===== config.mk =====
export PLATFORM = sky130hd
export DESIGN_NAME = drive_seq_ctrl_flat
export DESIGN_NICKNAME = d
export VERILOG_FILES = /design/src/rtl/drive_seq_ctrl_if.sv /design/src/rtl/drive_seq_ctrl.sv /design/src/flat_wrapper.sv
export SDC_FILE = /design/constraint.sdc
export NUM_CORES = 1
export LEC_CHECK = 0
export ABC_AREA = 0
export BUFFER_PORTS_ARGS = -buffer_cell sky130_fd_sc_hd__buf_2
export CORE_MARGIN = 2
export CORE_UTILIZATION = 46
export DETAILED_ROUTE_END_ITERATION = 10
export MAX_ROUTING_LAYER = met4
export PLACE_DENSITY = 0.78
export SYNTH_ARGS = -nofsm -noshare
export SYNTH_HDL_FRONTEND = slang
export SYNTH_SLANG_ARGS = --single-unit

===== constraint.sdc =====
create_clock -name clk -period 2.5 [get_ports clk]
set_input_delay 0.5 -clock clk [delete_from_list [all_inputs] [get_ports clk]]
set_output_delay 0.5 -clock clk [all_outputs]
set_load 0.05 [all_outputs]

===== src/rtl/drive_seq_ctrl_if.sv =====
// Bus between the pulse sequencer, its drive_pc register, instruction memory and pulse sink.
// master = sequencer side, slave = environment side.
interface drive_seq_ctrl_if #(
   parameter int PC_WIDTH = 11
);
   localparam int INST_WIDTH = PC_WIDTH + 5;

   logic                  start;
   logic [PC_WIDTH-1:0]   start_addr;
   logic                  abort;
   logic [PC_WIDTH-1:0]   PC;
   logic [PC_WIDTH-1:0]   inst_addr;
   logic [INST_WIDTH-1:0] inst_data;
   logic                  update_pc;
   logic [PC_WIDTH-1:0]   next_PC;
   logic                  pulse_valid;
   logic                  pulse_ready;
   logic [PC_WIDTH+2:0]   pulse_id;
   logic                  busy;
   logic                  done;

   modport master (
      input  start, start_addr, abort, PC, inst_data, pulse_ready,
      output inst_addr, update_pc, next_PC, pulse_valid, pulse_id, busy, done
   );

   modport slave (
      output start, start_addr, abort, PC, inst_data, pulse_ready,
      input  inst_addr, update_pc, next_PC, pulse_valid, pulse_id, busy, done
   );
endinterface


===== src/rtl/drive_seq_ctrl.sv =====
// Pulse-program sequencer: decodes PLAY/WAIT/JUMP/HALT and steers an external PC register.
// Optional hardware repeat loop on JUMP is enabled by defining DRIVE_SEQ_LOOP_EN.
module drive_seq_ctrl #(
   parameter int PC_WIDTH = 11
) (
   input logic              clk,
   input logic              rst,
   drive_seq_ctrl_if.master bus
);
   localparam int INST_WIDTH = PC_WIDTH + 5;

   localparam logic [1:0] ST_IDLE = 2'd0;
   localparam logic [1:0] ST_EXEC = 2'd1;
   localparam logic [1:0] ST_WAIT = 2'd2;

   localparam logic [1:0] OP_PLAY = 2'b00;
   localparam logic [1:0] OP_WAIT = 2'b01;
   localparam logic [1:0] OP_JUMP = 2'b10;
   localparam logic [1:0] OP_HALT = 2'b11;

   logic [1:0]          state, state_nxt;
   logic [PC_WIDTH-1:0] wait_cnt, wait_nxt;
   logic                done_r, done_nxt;

   logic [1:0]          opcode;
   logic [PC_WIDTH-1:0] arg;
   logic [PC_WIDTH-1:0] pc_inc;

   logic                update_pc;
   logic [PC_WIDTH-1:0] next_pc;
   logic                pulse_valid;
   logic [PC_WIDTH+2:0] pulse_id;

`ifdef DRIVE_SEQ_LOOP_EN
   logic [2:0] rpt;
   logic       loop_act, loop_act_nxt;
   logic [2:0] loop_cnt, loop_cnt_nxt;

   assign rpt = bus.inst_data[PC_WIDTH+2:PC_WIDTH];
`endif

   assign opcode = bus.inst_data[INST_WIDTH-1:INST_WIDTH-2];
   assign arg    = bus.inst_data[PC_WIDTH-1:0];
   assign pc_inc = bus.PC + 1'b1;

   always_comb begin
      state_nxt   = state;
      wait_nxt    = wait_cnt;
      done_nxt    = 1'b0;
      update_pc   = 1'b0;
      next_pc     = bus.PC;
      pulse_valid = 1'b0;
      pulse_id    = '0;
`ifdef DRIVE_SEQ_LOOP_EN
      loop_act_nxt = loop_act;
      loop_cnt_nxt = loop_cnt;
`endif
      // Reset and abort both mask every request; abort also forces IDLE.
      if (rst) begin
         state_nxt = ST_IDLE;
      end else if (bus.abort) begin
         state_nxt = ST_IDLE;
         wait_nxt  = '0;
`ifdef DRIVE_SEQ_LOOP_EN
         loop_act_nxt = 1'b0;
         loop_cnt_nxt = '0;
`endif
      end else begin
         case (state)
            ST_IDLE: begin
               if (bus.start) begin
                  update_pc = 1'b1;
                  next_pc   = bus.start_addr;
                  state_nxt = ST_EXEC;
               end
            end
            ST_EXEC: begin
               case (opcode)
                  OP_PLAY: begin
                     pulse_valid = 1'b1;
                     pulse_id    = bus.inst_data[PC_WIDTH+2:0];
                     if (bus.pulse_ready) begin
                        update_pc = 1'b1;
                        next_pc   = pc_inc;
                     end
                  end
                  OP_WAIT: begin
                     if (arg == '0) begin
                        update_pc = 1'b1;
                        next_pc   = pc_inc;
                     end else begin
                        wait_nxt  = arg;
                        state_nxt = ST_WAIT;
                     end
                  end
                  OP_JUMP: begin
                     update_pc = 1'b1;
`ifdef DRIVE_SEQ_LOOP_EN
                     // loop_cnt holds the number of takes still owed after this one
                     if (rpt == 3'd0) begin
                        next_pc = arg;
                     end else if (!loop_act) begin
                        next_pc      = arg;
                        loop_act_nxt = 1'b1;
                        loop_cnt_nxt = rpt - 3'd1;
                     end else if (loop_cnt != 3'd0) begin
                        next_pc      = arg;
                        loop_cnt_nxt = loop_cnt - 3'd1;
                     end else begin
                        next_pc      = pc_inc;
                        loop_act_nxt = 1'b0;
                     end
`else
                     next_pc = arg;
`endif
                  end
                  OP_HALT: begin
                     state_nxt = ST_IDLE;
                     done_nxt  = 1'b1;
`ifdef DRIVE_SEQ_LOOP_EN
                     loop_act_nxt = 1'b0;
                     loop_cnt_nxt = '0;
`endif
                  end
                  default: ;
               endcase
            end
            ST_WAIT: begin
               // EXEC cycle plus n counted cycles gives the n+1 dwell
               wait_nxt = wait_cnt - 1'b1;
               if (wait_cnt == PC_WIDTH'(1)) begin
                  update_pc = 1'b1;
                  next_pc   = pc_inc;
                  state_nxt = ST_EXEC;
               end
            end
            default: state_nxt = ST_IDLE;
         endcase
      end
   end

   always_ff @(posedge clk or posedge rst) begin
      if (rst) begin
         state    <= ST_IDLE;
         wait_cnt <= '0;
         done_r   <= 1'b0;
      end else begin
         state    <= state_nxt;
         wait_cnt <= wait_nxt;
         done_r   <= done_nxt;
      end
   end

`ifdef DRIVE_SEQ_LOOP_EN
   always_ff @(posedge clk or posedge rst) begin
      if (rst) begin
         loop_act <= 1'b0;
         loop_cnt <= '0;
      end else begin
         loop_act <= loop_act_nxt;
         loop_cnt <= loop_cnt_nxt;
      end
   end
`endif

   assign bus.inst_addr   = bus.PC;
   assign bus.update_pc   = update_pc;
   assign bus.next_PC     = next_pc;
   assign bus.pulse_valid = pulse_valid;
   assign bus.pulse_id    = pulse_id;
   assign bus.busy        = (state == ST_EXEC) || (state == ST_WAIT);
   assign bus.done        = done_r;
endmodule


===== src/flat_wrapper.sv =====
// flat-port wrapper written by rule: the top's interface ports become plain ports
module drive_seq_ctrl_flat 
#(
   parameter int PC_WIDTH = 11
)
  (clk, rst, bus_start, bus_start_addr, bus_abort, bus_PC, bus_inst_data, bus_pulse_ready, bus_inst_addr, bus_update_pc, bus_next_PC, bus_pulse_valid, bus_pulse_id, bus_busy, bus_done);
  drive_seq_ctrl_if #(.PC_WIDTH(PC_WIDTH)) bus_i ();
  input logic clk;
  input logic rst;
  input wire logic [$bits(bus_i.start)-1:0] bus_start;
  input wire logic [$bits(bus_i.start_addr)-1:0] bus_start_addr;
  input wire logic [$bits(bus_i.abort)-1:0] bus_abort;
  input wire logic [$bits(bus_i.PC)-1:0] bus_PC;
  input wire logic [$bits(bus_i.inst_data)-1:0] bus_inst_data;
  input wire logic [$bits(bus_i.pulse_ready)-1:0] bus_pulse_ready;
  output wire logic [$bits(bus_i.inst_addr)-1:0] bus_inst_addr;
  output wire logic [$bits(bus_i.update_pc)-1:0] bus_update_pc;
  output wire logic [$bits(bus_i.next_PC)-1:0] bus_next_PC;
  output wire logic [$bits(bus_i.pulse_valid)-1:0] bus_pulse_valid;
  output wire logic [$bits(bus_i.pulse_id)-1:0] bus_pulse_id;
  output wire logic [$bits(bus_i.busy)-1:0] bus_busy;
  output wire logic [$bits(bus_i.done)-1:0] bus_done;
  assign bus_i.start = bus_start;
  assign bus_i.start_addr = bus_start_addr;
  assign bus_i.abort = bus_abort;
  assign bus_i.PC = bus_PC;
  assign bus_i.inst_data = bus_inst_data;
  assign bus_i.pulse_ready = bus_pulse_ready;
  assign bus_inst_addr = bus_i.inst_addr;
  assign bus_update_pc = bus_i.update_pc;
  assign bus_next_PC = bus_i.next_PC;
  assign bus_pulse_valid = bus_i.pulse_valid;
  assign bus_pulse_id = bus_i.pulse_id;
  assign bus_busy = bus_i.busy;
  assign bus_done = bus_i.done;
  drive_seq_ctrl #(.PC_WIDTH(PC_WIDTH)) u_core (.clk(clk), .rst(rst), .bus(bus_i));
endmodule

After elaboration in Yosys (flattened, before gate mapping)
Index checks and enable logic that the tools add are counted.

Flip-flop bits (word level): 14. Bits of input ports: 43. Word-level logic and storage cells: 64.

$add $sub $neg: 2. Equal/unequal tests: 12. Mux-type cells: 39. Bitwise operators: 1. Reduce and logical (&&, ||, !) cells: 7.

Operator list (count): $mux W11 (9); $pmux W11 S3 (2); $mux W14 (4); $pmux W11 S2 (1); $mux W1 (14); $add A11 B1 Y11 const B (1); $eq A11 B1 Y1 const B (1); $logic_not A11 Y1 (1); $sub A11 B1 Y11 const B (1); $mux W2 (5); $ne A5 B5 Y1 const B (2); $reduce_and A4 Y1 (2); $eq A2 B2 Y1 const B (3); $ne A3 B3 Y1 const B (2); $pmux W1 S3 (2); $pmux W2 S3 (1); $eq A2 B1 Y1 const B (2); $logic_not A2 Y1 (2); $ne A4 B3 Y1 const B (1); $ne A4 B4 Y1 const B (1); $pmux W2 S2 (1); $reduce_bool A3 Y1 (1); $logic_or A1 B1 Y1 (1); $not A1 Y1 (1).

Longest topological paths before layout
Gate-level depths: netlist of the first run.

Depth in word-level cells: 6. Gate-level depth with buffers: 8. Depth with buffers taken out: 8.

Worst setup path before layout of the first run
OpenSTA, ideal clock, no wires.

Path type: input port to output port. Start: input bus_inst_data[5]. End: output bus_next_PC[6]. Arrival time: 2640 ps. Slack: -640 ps. Stages: 6. Cell sequence: nor4_1 -> nand3_1 -> a21oi_1 -> xor2_1 -> a211oi_1 -> o21ai_0.

Longest elaborated chain between the ends: 6.

Ends and longest elaborated chain: start, declared (RTL line flat_wrapper.sv:14) `input wire logic [$bits(bus_i.inst_data)-1:0] bus_inst_data;`; $logic_not A11 Y1 (RTL line drive_seq_ctrl.sv:88) `if (arg == '0) begin`; $mux W11 (RTL line drive_seq_ctrl.sv:88); $pmux W11 S3 (RTL line drive_seq_ctrl.sv:78) `case (opcode)`; $pmux W11 S3 (RTL line drive_seq_ctrl.sv:69) `case (state)`; $mux W11 (RTL line drive_seq_ctrl.sv:61) `end else if (bus.abort) begin`; $mux W11 (RTL line drive_seq_ctrl.sv:59) `if (rst) begin`; end, declared (RTL line flat_wrapper.sv:18) `output wire logic [$bits(bus_i.next_PC)-1:0] bus_next_PC;`.

No other way between the ends.

Final worst setup path of the first run
Start: register u_core.wait_cnt[1]. End: output bus_next_PC[8].

Longest elaborated chain between the ends: 5.

Ends and longest elaborated chain: start, declared (RTL line drive_seq_ctrl.sv:22) `logic [PC_WIDTH-1:0] wait_cnt, wait_nxt;`; start signal, assigned (RTL line drive_seq_ctrl.sv:149) `wait_cnt <= wait_nxt;`; $eq A11 B1 Y1 (RTL line drive_seq_ctrl.sv:131) `if (wait_cnt == PC_WIDTH'(1)) begin`; $mux W11 (RTL line drive_seq_ctrl.sv:131); $pmux W11 S3 (RTL line drive_seq_ctrl.sv:69); $mux W11 (RTL line drive_seq_ctrl.sv:61); $mux W11 (RTL line drive_seq_ctrl.sv:59).

No other way between the ends.

==> impl_metrics.json, run 1 <==
{
  "status": "finished, violations left",
  "violations": "setup timing",
  "p_sw_share_pct": 44.7,
  "cp-start-kind": "register",
  "clk_pin_slew_ns": 0.06,
  "crit_type": "reg2out",
  "rows": 25,
  "period_needed_ns": 2.87,
  "fin_nets": 526,
  "hpwl_um": 6530,
  "synth_seq_cells": 14,
  "synth.net_count": 378,
  "slew_headroom_pct": 60.4,
  "p_switching_w": 0.000543,
  "wl_met3_um": 918,
  "synth_cell_types": 54,
  "wl_per_cell_um": 17.1,
  "top_layer_used": "met4",
  "hold_viol": 0,
  "grt_pass1_wl_um": 13300,
  "slowest_delay_ns": 0.40,
  "clockBufferDepth": 2,
  "clock_sinks": 14,
  "reg2reg_slack_ns": 0.20,
  "via_per_inst": 5.98,
  "drv_cap": 0,
  "seq_power_share_pct": 22.9,
  "hold_start": "u_core.wait_cnt[10]",
  "finalWorstSetupSlack_ns": -0.365,
  "r2r-start": "u_core.state[1]",
  "multiInputGateArea_um2": 1940,
  "io_buffers": 82,
  "ys_seq_area_share_pct": 15.5,
  "drive_gt1_share_pct": 52.1,
  "area.sequential_um2": 350,
  "area_delta_synth_final_pct": 63.0,
  "worstMarginPinSlew_ns": 0.593,
  "rsz0062_at_grt": "true",
  "vias": 3235,
  "final_cell_mix": "buf_4 (94), buf_2 (56), nand2_1 (35)",
  "yosys_warnings": 0,
  "antenna_found_initial": 0,
  "finalMaxSlewViolations": 0,
  "final_cell_count_no_fill": 541,
  "power_frac_comb_pct": 61.7,
  "place_congestion": 0.993,
  "ctsHoldBuffers": 0,
  "postRouteWirelength_um": 9260,
  "detail-route-antenna-nets": 0,
  "r2r.worst_path.cells": 10,
  "nFillCells": 304,
  "grt_pass1_vias": 2844,
  "synth_area_um2": 2260,
  "io_pins": 83,
  "numCtsBuffers": 3,
  "ys.flop_type": "dfrtp_1",
  "worstReg2RegEnd": "u_core.wait_cnt[0]",
  "ir_worst_vdd_v": 0.000294,
  "synthCells": 328,
  "grt_overflow": 0,
  "die_h_um": 74.2,
  "grt_max_degree": 15,
  "drt_iter0_drc": 497,
  "required_ns": 2.00,
  "path_cells": "inv_2 -> ha_4 -> nor4b_4 -> a31oi_2 -> or3_4 -> nor3_2 -> a21oi_1 -> a221o_2 -> buf_6",
  "hold_path_depth": 2,
  "dpl.cell_count": 531,
  "grtUsageTotal_pct": 32.5,
  "dpl-instance-area_um2": 3300,
  "diodes": 0,
  "drc": 0,
  "cp-end-kind": "output port",
  "synthArstFlopShare_pct": 100,
  "cts_root_buf": "clkbuf_8",
  "layout_commonest_cell": "buf_4",
  "wl_met1_um": 3520,
  "die_w_um": 74.2,
  "htree_levels": 1,
  "die-area_um2": 5500,
  "cp.arrival_ns": 2.37,
  "cts_tree": "done",
  "hp-class": "reg2reg",
  "syn_area_per_cell_um2": 6.90,
  "clock_latency_ns": 0.25,
  "fmax_ghz": 0.349,
  "dr_wl_met2_um": 4470,
  "min_to": "u_core.wait_cnt[10]",
  "core_region_area_um2": 4720,
  "start_util_pct": 47.9,
  "p_int_w": 0.000673,
  "path_max_fanout": 5,
  "clockPowerShare_pct": 15.4,
  "critPathSlowestCell": "or3_4",
  "design_area_um2": 3690,
  "synth_edf_count": 0,
  "finalSetupViolations": 12,
  "drtPass1Iterations": 5,
  "skew_ns": 0.00958,
  "p_leak_nw": 1.72,
  "timing.final.crit_share_pct": 115,
  "power_density_nw_per_um2": 329
}
[repair_timing]
action / in CTS / in global routing
gates resized for setup: 74 / 11
gates cloned: 1 / 0
endpoints found under the setup margin: 26 / 27
setup buffers: 4 / 3
endpoints found under the hold margin: 0 / 0
pin swaps: 15 / 12
[worst max-delay path: cells and delay by family (launching register included)]
family	cells	cell delay, ns
buffers and inverters	2	0.25
AOI/OAI and AO/OA	3	0.55
adders and majority gates	1	0.15
and+or+nand+nor	3	0.80
DFF	1	0.39
[state kept, by name, indices dropped and copies added, names as in the netlist]
register / cells
u_core.state: 2
u_core.bus.done: 1
u_core.wait_cnt: 11
[power groups by stage]
stage	clock network (W)	logic, W	registers [W]
after global placement	0	0.000639	0.000279
after floorplan	0	0.000414	0.000287
final	0.000187	0.000750	0.000279
after global routing	0.000204	0.000791	0.000282
after CTS	0.000193	0.000714	0.000278
after detailed placement	0	0.000655	0.000280
[per-layer routing]
metal	global-route usage, %	up-vias
li1	-	1462
met1	38.7	1508
met2	53.1	221
met3	7.45	44
met4	13.1	0
met5	-	-
[synth_stat cells (2+ instances only)]
cell	count	area share [%]
a21oi_1	29	6.4
dfrtp_1	14	15
a22o_1	3	1.2
nor4b_1	2	0.77
inv_1	10	1.7
buf_2	2	0.44
nand3_1	8	1.8
clkbuf_8	3	1.8
xnor2_1	5	1.9
nor3_1	14	3.1
a221o_1	4	1.8
or3_1	2	0.55
ha_1	7	3.9
nand4_1	7	1.9
xor2_1	8	3.1
o21ai_0	35	7.7
buf_4	11	3.6
nor4_1	5	1.4
nand2_1	37	6.1
and2_1	15	4.1
and3_1	3	0.83
mux2i_1	4	1.8
a32oi_1	3	1.2
mux2_2	8	4.0
or2_2	3	0.83
o31ai_1	2	0.66
nor3b_1	2	0.66
o221ai_1	2	0.77
o21ai_1	4	0.88
clkbuf_1	11	1.8
nand2b_1	3	0.83
nor2_1	34	5.6
a22oi_1	7	2.3
[cells by family after synthesis]
| logic type | after synthesis | share of synthesized area [%] |
|---|---|---|
| AO/OA/AOI/OAI | 96 | 25.7 |
| XOR/XNOR | 13 | 5.03 |
| adder cells (fa/ha/maj) | 7 | 3.87 |
| buffers and inverters | 40 | 10.2 |
| flip-flops | 14 | 15.5 |
| multiplexers | 12 | 5.75 |
| AND/OR/NAND/NOR | 146 | 33.9 |
[through the flow]
stage | setup WS (ns) | hold slack, ns | TNS, ns | utilization, % | power [W]
finish | -0.365 | 0.526 | -3.22 | 78.1 | 0.00122
CTS | -0.339 | 0.522 | -2.54 | 76.7 | 0.00118
global placement | -0.272 | 0.504 | -1.60 | 69.9 | 0.000918
global route | -0.435 | 0.548 | -4.15 | 78.1 | 0.00128
detailed placement | -0.294 | 0.505 | -1.89 | 69.9 | 0.000935
floorplan | -0.138 | 0.471 | -0.257 | - | 0.000701
[layout make-up]
| type | count | area share, % |
|---|---|---|
| Timing Repair Buffer | 172 | 33.5 |
| Clock buffer | 3 | 1.12 |
| Inverter | 11 | 1.12 |
| Sequential cell | 14 | 9.49 |
| Tap cell | 67 | 2.27 |
| Multi-Input combinational cell | 274 | 52.5 |
[worst max-delay path by stage]
stage / slack [ns] / end / startpoint
4_1_cts: -0.34 / bus_next_PC[9] / u_core.wait_cnt[1]
3_5_place_dp: -0.29 / bus_next_PC[9] / u_core.wait_cnt[1]
6_report: -0.37 / bus_next_PC[8] / u_core.wait_cnt[1]
5_1_grt: -0.43 / bus_next_PC[8] / u_core.wait_cnt[1]
2_1_floorplan: -0.14 / bus_next_PC[10] / bus_PC[2]
3_3_place_gp: -0.27 / bus_next_PC[9] / u_core.wait_cnt[1]
No activity file was read; power rests on OpenSTA's default activity.
==> run 2: changes to the inputs <==
--- a/config.mk
+++ b/config.mk
@@ -7,11 +7,13 @@
 export LEC_CHECK = 0
 export ABC_AREA = 0
 export BUFFER_PORTS_ARGS = -buffer_cell sky130_fd_sc_hd__buf_2
+export CELL_PAD_IN_SITES_DETAIL_PLACEMENT = 0
+export CELL_PAD_IN_SITES_GLOBAL_PLACEMENT = 2
 export CORE_MARGIN = 2
-export CORE_UTILIZATION = 46
+export CORE_UTILIZATION = 24
 export DETAILED_ROUTE_END_ITERATION = 10
 export MAX_ROUTING_LAYER = met4
-export PLACE_DENSITY = 0.78
+export PLACE_DENSITY_LB_ADDON = 0.1
 export SYNTH_ARGS = -nofsm -noshare
 export SYNTH_HDL_FRONTEND = slang
 export SYNTH_SLANG_ARGS = --single-unit
==> run 2 against run 1 <==
The flow still finishes with violations (setup timing); flip-flop and latch count unchanged; setup slack better by 0.10 ns; non-clock buffer count up 12; sequential power about the same; cell area up 6.2%; combinational power up 3.9%; count of clock-buffer cells in the layout up 1; critical path type unchanged; critical endpoint unchanged.
==> impl_metrics.json, run 2 (synthesis gave the netlist of run 1 again) <==
{
  "status": "finished, violations left",
  "violations": "setup timing",
  "grt_overflow": 0,
  "worstMarginPinSlew_ns": 0.581,
  "r2r-start": "u_core.state[1]",
  "grt_pass1_vias": 2881,
  "cp-end-kind": "output port",
  "cp-start-kind": "register",
  "ir_worst_vdd_v": 0.000179,
  "timing.final.crit_share_pct": 111,
  "drc": 0,
  "finalSetupViolations": 12,
  "area.sequential_um2": 353,
  "skew_ns": 0.00236,
  "p_switching_w": 0.000557,
  "wl_per_cell_um": 16.1,
  "path_max_fanout": 5,
  "dr_wl_met2_um": 4840,
  "drv_cap": 0,
  "seq_power_share_pct": 21.7,
  "hold_viol": 0,
  "grtUsageTotal_pct": 19.1,
  "p_leak_nw": 1.79,
  "postLayoutCoreUtil_pct": 42.6,
  "die_w_um": 101,
  "crit_start": "u_core.wait_cnt[1]",
  "place_congestion": 0.768,
  "top_layer_used": "met4",
  "slew_headroom_pct": 61.2,
  "p_sw_share_pct": 43.1,
  "die_h_um": 101,
  "numCtsBuffers": 3,
  "rsz0062_at_grt": "true",
  "finalSetupTns_ns": -1.51,
  "vias": 2940,
  "rows": 35,
  "largest_register_ff_count": 11,
  "regMostFlops": "u_core.wait_cnt",
  "fin_nets": 538,
  "finalMaxSlewViolations": 0,
  "drt_iter0_drc": 81,
  "htree_levels": 1,
  "core_region_area_um2": 9200,
  "drtPass1Iterations": 4,
  "antenna_found_initial": 0,
  "p_int_w": 0.000736,
  "grt_max_degree": 16,
  "grt_pass1_wl_um": 15100,
  "r2r.worst_path.cells": 11,
  "cts_tree": "done",
  "fmax_ghz": 0.362,
  "final_cell_mix": "buf_4 (95), buf_2 (55), nand2_1 (35)",
  "io_buffers": 82,
  "clockPowerShare_pct": 18.0,
  "area_delta_synth_final_pct": 73.1,
  "clockBufferDepth": 2,
  "hp-class": "in2async",
  "wl_met1_um": 4430,
  "start_util_pct": 24.6,
  "io_pins": 83,
  "via_per_inst": 4.92,
  "hpwl_um": 7690,
  "cp.arrival_ns": 2.26,
  "wl_met3_um": 275,
  "postRouteWirelength_um": 9610,
  "ctsHoldBuffers": 0,
  "diodes": 0,
  "cts_root_buf": "clkbuf_8",
  "finalWorstSetupSlack_ns": -0.264,
  "clk_pin_slew_ns": 0.07,
  "die-area_um2": 10200,
  "layout_commonest_cell": "buf_4",
  "detail-route-antenna-nets": 0,
  "power_density_nw_per_um2": 330,
  "multiInputGateArea_um2": 2000,
  "period_needed_ns": 2.76,
  "crit_type": "reg2out",
  "required_ns": 2.00,
  "drive_gt1_share_pct": 55.6,
  "clock_sinks": 14,
  "clock_latency_ns": 0.25,
  "nFillCells": 978,
  "power_frac_comb_pct": 60.2
}
run 2: cell types whose count changed in the layout (fill, tap and decap cells not counted), sizes merged:
cell    delta
buf        -1
clkbuf    +14
run 2: final timing paths:
kind                                  endpoint  slack [ns]
min in group clk           u_core.wait_cnt[10]        0.53
hold reg to reg            u_core.wait_cnt[10]        0.53
setup / recovery                bus_next_PC[8]       -0.26
hold / removal              u_core.wait_cnt[1]        0.53
setup reg to reg            u_core.wait_cnt[0]        0.15
max in group asynchronous      u_core.state[1]        1.55
run 2: routing by layer:
| metal | up-vias | GRT usage (%) |
|---|---|---|
| li1 | 1487 | - |
| met1 | 1377 | 25.0 |
| met2 | 72 | 33.4 |
| met3 | 4 | 0.828 |
| met4 | 0 | 2.91 |
| met5 | - | - |
run 2: repair_timing:
| action | CTS | global route |
|---|---|---|
| resized for setup | 65 | 36 |
| setup endpoints to repair | 26 | 27 |
| pin swaps | 20 | 9 |
| buffers inserted | 7 | 5 |
run 2: final cells by class:
type | instances | area share, %
clock buffer | 4 | 1.40
inverter | 11 | 1.05
multi-input combinational | 274 | 51.1
sequential | 14 | 9.00
tap | 111 | 3.54
timing repair buffer | 184 | 33.9
run 2: through the flow:
stage	setup slack, ns	power, W	cell area [µm²]	hold WS, ns	std cells
floorplan	-0.138	0.000701	2410	0.471	328
global placement	-0.224	0.000970	3420	0.503	583
detailed placement	-0.225	0.000965	3420	0.521	583
CTS	-0.289	0.00127	3770	0.535	594
global route	-0.381	0.00137	3920	0.574	598
finish	-0.264	0.00129	3920	0.533	598
run 2: power by group through the flow:
stage | clock network [W] | logic [W] | registers [W]
5_1_grt | 0.000242 | 0.000843 | 0.000284
3_5_place_dp | 0 | 0.000683 | 0.000282
4_1_cts | 0.000233 | 0.000761 | 0.000280
6_report | 0.000233 | 0.000779 | 0.000281
2_1_floorplan | 0 | 0.000414 | 0.000287
3_3_place_gp | 0 | 0.000689 | 0.000281
run 2: worst max-delay path, stage by stage (launching register included):
cell     delay (ns)
dfrtp_1        0.39
inv_2          0.08
ha_4           0.12
nor4b_4        0.21
a31oi_2        0.14
or3_4          0.40
nor3_2         0.12
a21oi_1        0.08
a221o_2        0.31
buf_8          0.15
==> run 3: changes to the inputs <==
--- a/config.mk
+++ b/config.mk
@@ -5,15 +5,16 @@
 export SDC_FILE = /design/constraint.sdc
 export NUM_CORES = 1
 export LEC_CHECK = 0
-export ABC_AREA = 0
+export ABC_AREA = 1
 export BUFFER_PORTS_ARGS = -buffer_cell sky130_fd_sc_hd__buf_2
 export CELL_PAD_IN_SITES_DETAIL_PLACEMENT = 0
 export CELL_PAD_IN_SITES_GLOBAL_PLACEMENT = 2
 export CORE_MARGIN = 2
-export CORE_UTILIZATION = 24
+export CORE_UTILIZATION = 22
 export DETAILED_ROUTE_END_ITERATION = 10
 export MAX_ROUTING_LAYER = met4
 export PLACE_DENSITY_LB_ADDON = 0.1
+export SLEW_MARGIN = 20
 export SYNTH_ARGS = -nofsm -noshare
 export SYNTH_HDL_FRONTEND = slang
 export SYNTH_SLANG_ARGS = --single-unit
==> run 3 against run 2 <==
The flow now finishes without violations; sequential share of layout area grew 1.3 points; critical endpoint is now bus_next_PC[7]; largest power group unchanged; utilization shrank 9.6 points; worst hold slack lost 0.14 ns; maximum frequency grew 14%.
==> impl_metrics.json, run 3 <==
{
  "vias": 3135,
  "wl_per_cell_um": 14.9,
  "io_pins": 83,
  "grt_pass1_vias": 2983,
  "p_leak_nw": 1.78,
  "multiInputGateArea_um2": 1770,
  "synth_edf_count": 0,
  "p_sw_share_pct": 47.8,
  "grt_pass1_wl_um": 16000,
  "syn_area_per_cell_um2": 5.35,
  "clk_pin_slew_ns": 0.06,
  "drc": 0,
  "slew_headroom_pct": 78.3,
  "ir_worst_vdd_v": 0.000149,
  "clock_sinks": 14,
  "via_per_inst": 4.60,
  "die_h_um": 108,
  "die-area_um2": 11600,
  "htree_levels": 1,
  "path_max_fanout": 5,
  "path_cells": "buf_6 -> ha_4 -> or2_4 -> nor2_4 -> buf_6 -> a21oi_1 -> a21oi_1 -> nand2_1 -> buf_6",
  "cts_tree": "done",
  "synthArstFlopShare_pct": 100,
  "cp_top_family": "simple AND/OR/NAND/NOR gates",
  "finalPower_w": 0.00113,
  "power_frac_comb_pct": 58.0,
  "yosysTopAreaCell": "nand2_1",
  "required_ns": 2.00,
  "clockBufferDepth": 2,
  "synth_top_area_share_pct": 22.6,
  "slowest_delay_ns": 0.40,
  "seq_power_share_pct": 24.8,
  "dpl.cell_count": 672,
  "hpwl_um": 8450,
  "grt_overflow": 0,
  "synth_common_cells": "nand2_1 (142), inv_1 (65), nor2_1 (45)",
  "synth_area_um2": 2360,
  "core_region_area_um2": 10400,
  "timing.final.crit_share_pct": 97.4,
  "drive_gt1_share_pct": 33.5,
  "finalMaxSlewViolations": 0,
  "drv_cap": 0,
  "synthCells": 442,
  "nFillCells": 1219,
  "rows": 37,
  "period_needed_ns": 2.43,
  "detail-route-antenna-nets": 0,
  "finalSetupViolations": 0,
  "critPathSlowestCell": "dfrtp_1",
  "io_buffers": 82,
  "drt_iter0_drc": 163,
  "p_switching_w": 0.000539,
  "yosys_warnings": 0,
  "ys_seq_area_share_pct": 14.8,
  "final_cell_mix": "nand2_1 (138), inv_1 (60), buf_2 (57)",
  "antenna_found_initial": 0,
  "worstMarginPinSlew_ns": 0.323,
  "status": "finished, final reports clean",
  "final_cell_count_no_fill": 682,
  "clockPowerShare_pct": 17.2,
  "fin_nets": 598,
  "layout_commonest_cell": "nand2_1",
  "yosysMostFrequentCell": "nand2_1",
  "place_congestion": 0.887,
  "skew_ns": 0.00174,
  "die_w_um": 108,
  "rsz0062_at_grt": "true",
  "finalSetupTns_ns": 0,
  "postRouteWirelength_um": 10200,
  "hp-class": "in2async",
  "synth_seq_cells": 14,
  "grt_max_degree": 17,
  "cp-end-kind": "output port",
  "cp-start-kind": "register",
  "hold_viol": 0,
  "grtUsageTotal_pct": 18.1,
  "path_buf_inv": 3,
  "synth.net_count": 492,
  "synthTopCellsByArea": "nand2_1 (23%), dfrtp_1 (15%), inv_1 (10%), a21oi_1 (7.6%), nor2_1 (7.1%)",
  "crit_type": "reg2out",
  "regMostFlops": "u_core.wait_cnt",
  "timing.hold.ws_ns": 0.397,
  "power_density_nw_per_um2": 330,
  "cp.arrival_ns": 1.93,
  "diodes": 0,
  "ys.flop_type": "dfrtp_1",
  "start_util_pct": 22.8,
  "cts_root_buf": "clkbuf_8",
  "ctsHoldBuffers": 0,
  "area.sequential_um2": 353,
  "drtPass1Iterations": 5,
  "clock_latency_ns": 0.25,
  "area_delta_synth_final_pct": 44.8,
  "largest_register_ff_count": 11,
  "synth_cell_types": 35,
  "fmax_ghz": 0.411,
  "p_int_w": 0.000590,
  "numCtsBuffers": 3,
  "cpMostUsedCell": "buf_6"
}
## run 3: cell types whose count changed after synthesis, sizes merged, moves of 11 or more
cell    change
clkbuf     -11
nand2     +109
and2       -15
nor2       +17
nor3       -11
inv        +57
nand3      +16
## run 3: repair_timing
item	4_1_cts	5_1_grt
buffers inserted	0	7
pin swaps	1	13
cloned	0	0
endpoints found under the setup margin	11	26
gates resized for setup	14	63
## run 3: worst min-delay path: cells and delay by family
family / cells / cell delay, ns
buffers and inverters: 3 / 0.50
## run 3: layer usage
| layer | up-vias | routed length, µm | track usage [%] |
|---|---|---|---|
| li1 | 1610 | - | - |
| met1 | 1410 | 4990 | 25.3 |
| met2 | 103 | 4550 | 28.8 |
| met3 | 12 | 537 | 1.82 |
| met4 | 0 | 117 | 2.93 |
| met5 | - | 0 | - |
## run 3: final cells by class
cell class,count,area share [%]
multi-input combinational,340,51.6
timing repair buffer,121,24.5
sequential,14,10.3
inverter,68,7.46
tap,136,4.97
clock buffer,3,1.21
## run 3: kinds of logic (layout without fill, tap and decap cells)
| kind of cell | Yosys count | after routing | share of synthesized area [%] |
|---|---|---|---|
| flip-flops | 14 | 14 | 14.8 |
| buffers and inverters | 88 | 192 | 16.6 |
| AO/OA/AOI/OAI | 96 | 96 | 22.1 |
| AND/OR/NAND/NOR | 234 | 234 | 41.7 |
| adder cells (fa/ha/maj) | 7 | 7 | 3.71 |
| XOR/XNOR | 3 | 3 | 1.11 |
## run 3: through the flow
step           cell area [µm²]  util, %  setup slack, ns
2_1_floorplan             2410        -           -0.147
3_5_place_dp              3120     30.1           0.0234
4_1_cts                   3190     30.8          -0.0122
3_3_place_gp              3120     30.1           0.0287
5_1_grt                   3420     33.0         -0.00832
6_report                  3420     33.0           0.0658
## run 3: power by group through the flow
stage          Clock (W)  Combinational [W]  Sequential [W]
2_1_floorplan          0           0.000402        0.000275
3_3_place_gp           0           0.000598        0.000281
3_5_place_dp           0           0.000597        0.000280
4_1_cts         0.000201           0.000612        0.000277
5_1_grt         0.000210           0.000720        0.000285
6_report        0.000194           0.000655        0.000281
## run 3: path summary, 6_finish.rpt
path                                    start  depth (start not counted)                  end  slack [ns]
max in group asynchronous                 rst                          3   u_core.wait_cnt[5]        1.90
hold / removal                            rst                          3  u_core.wait_cnt[10]        0.40
setup / recovery              u_core.state[1]                          9       bus_next_PC[7]        0.07
setup reg to reg              u_core.state[1]                          7  u_core.wait_cnt[10]        0.83
min in group clk           u_core.wait_cnt[8]                          2   u_core.wait_cnt[8]        0.52
hold reg to reg            u_core.wait_cnt[8]                          2   u_core.wait_cnt[8]        0.52
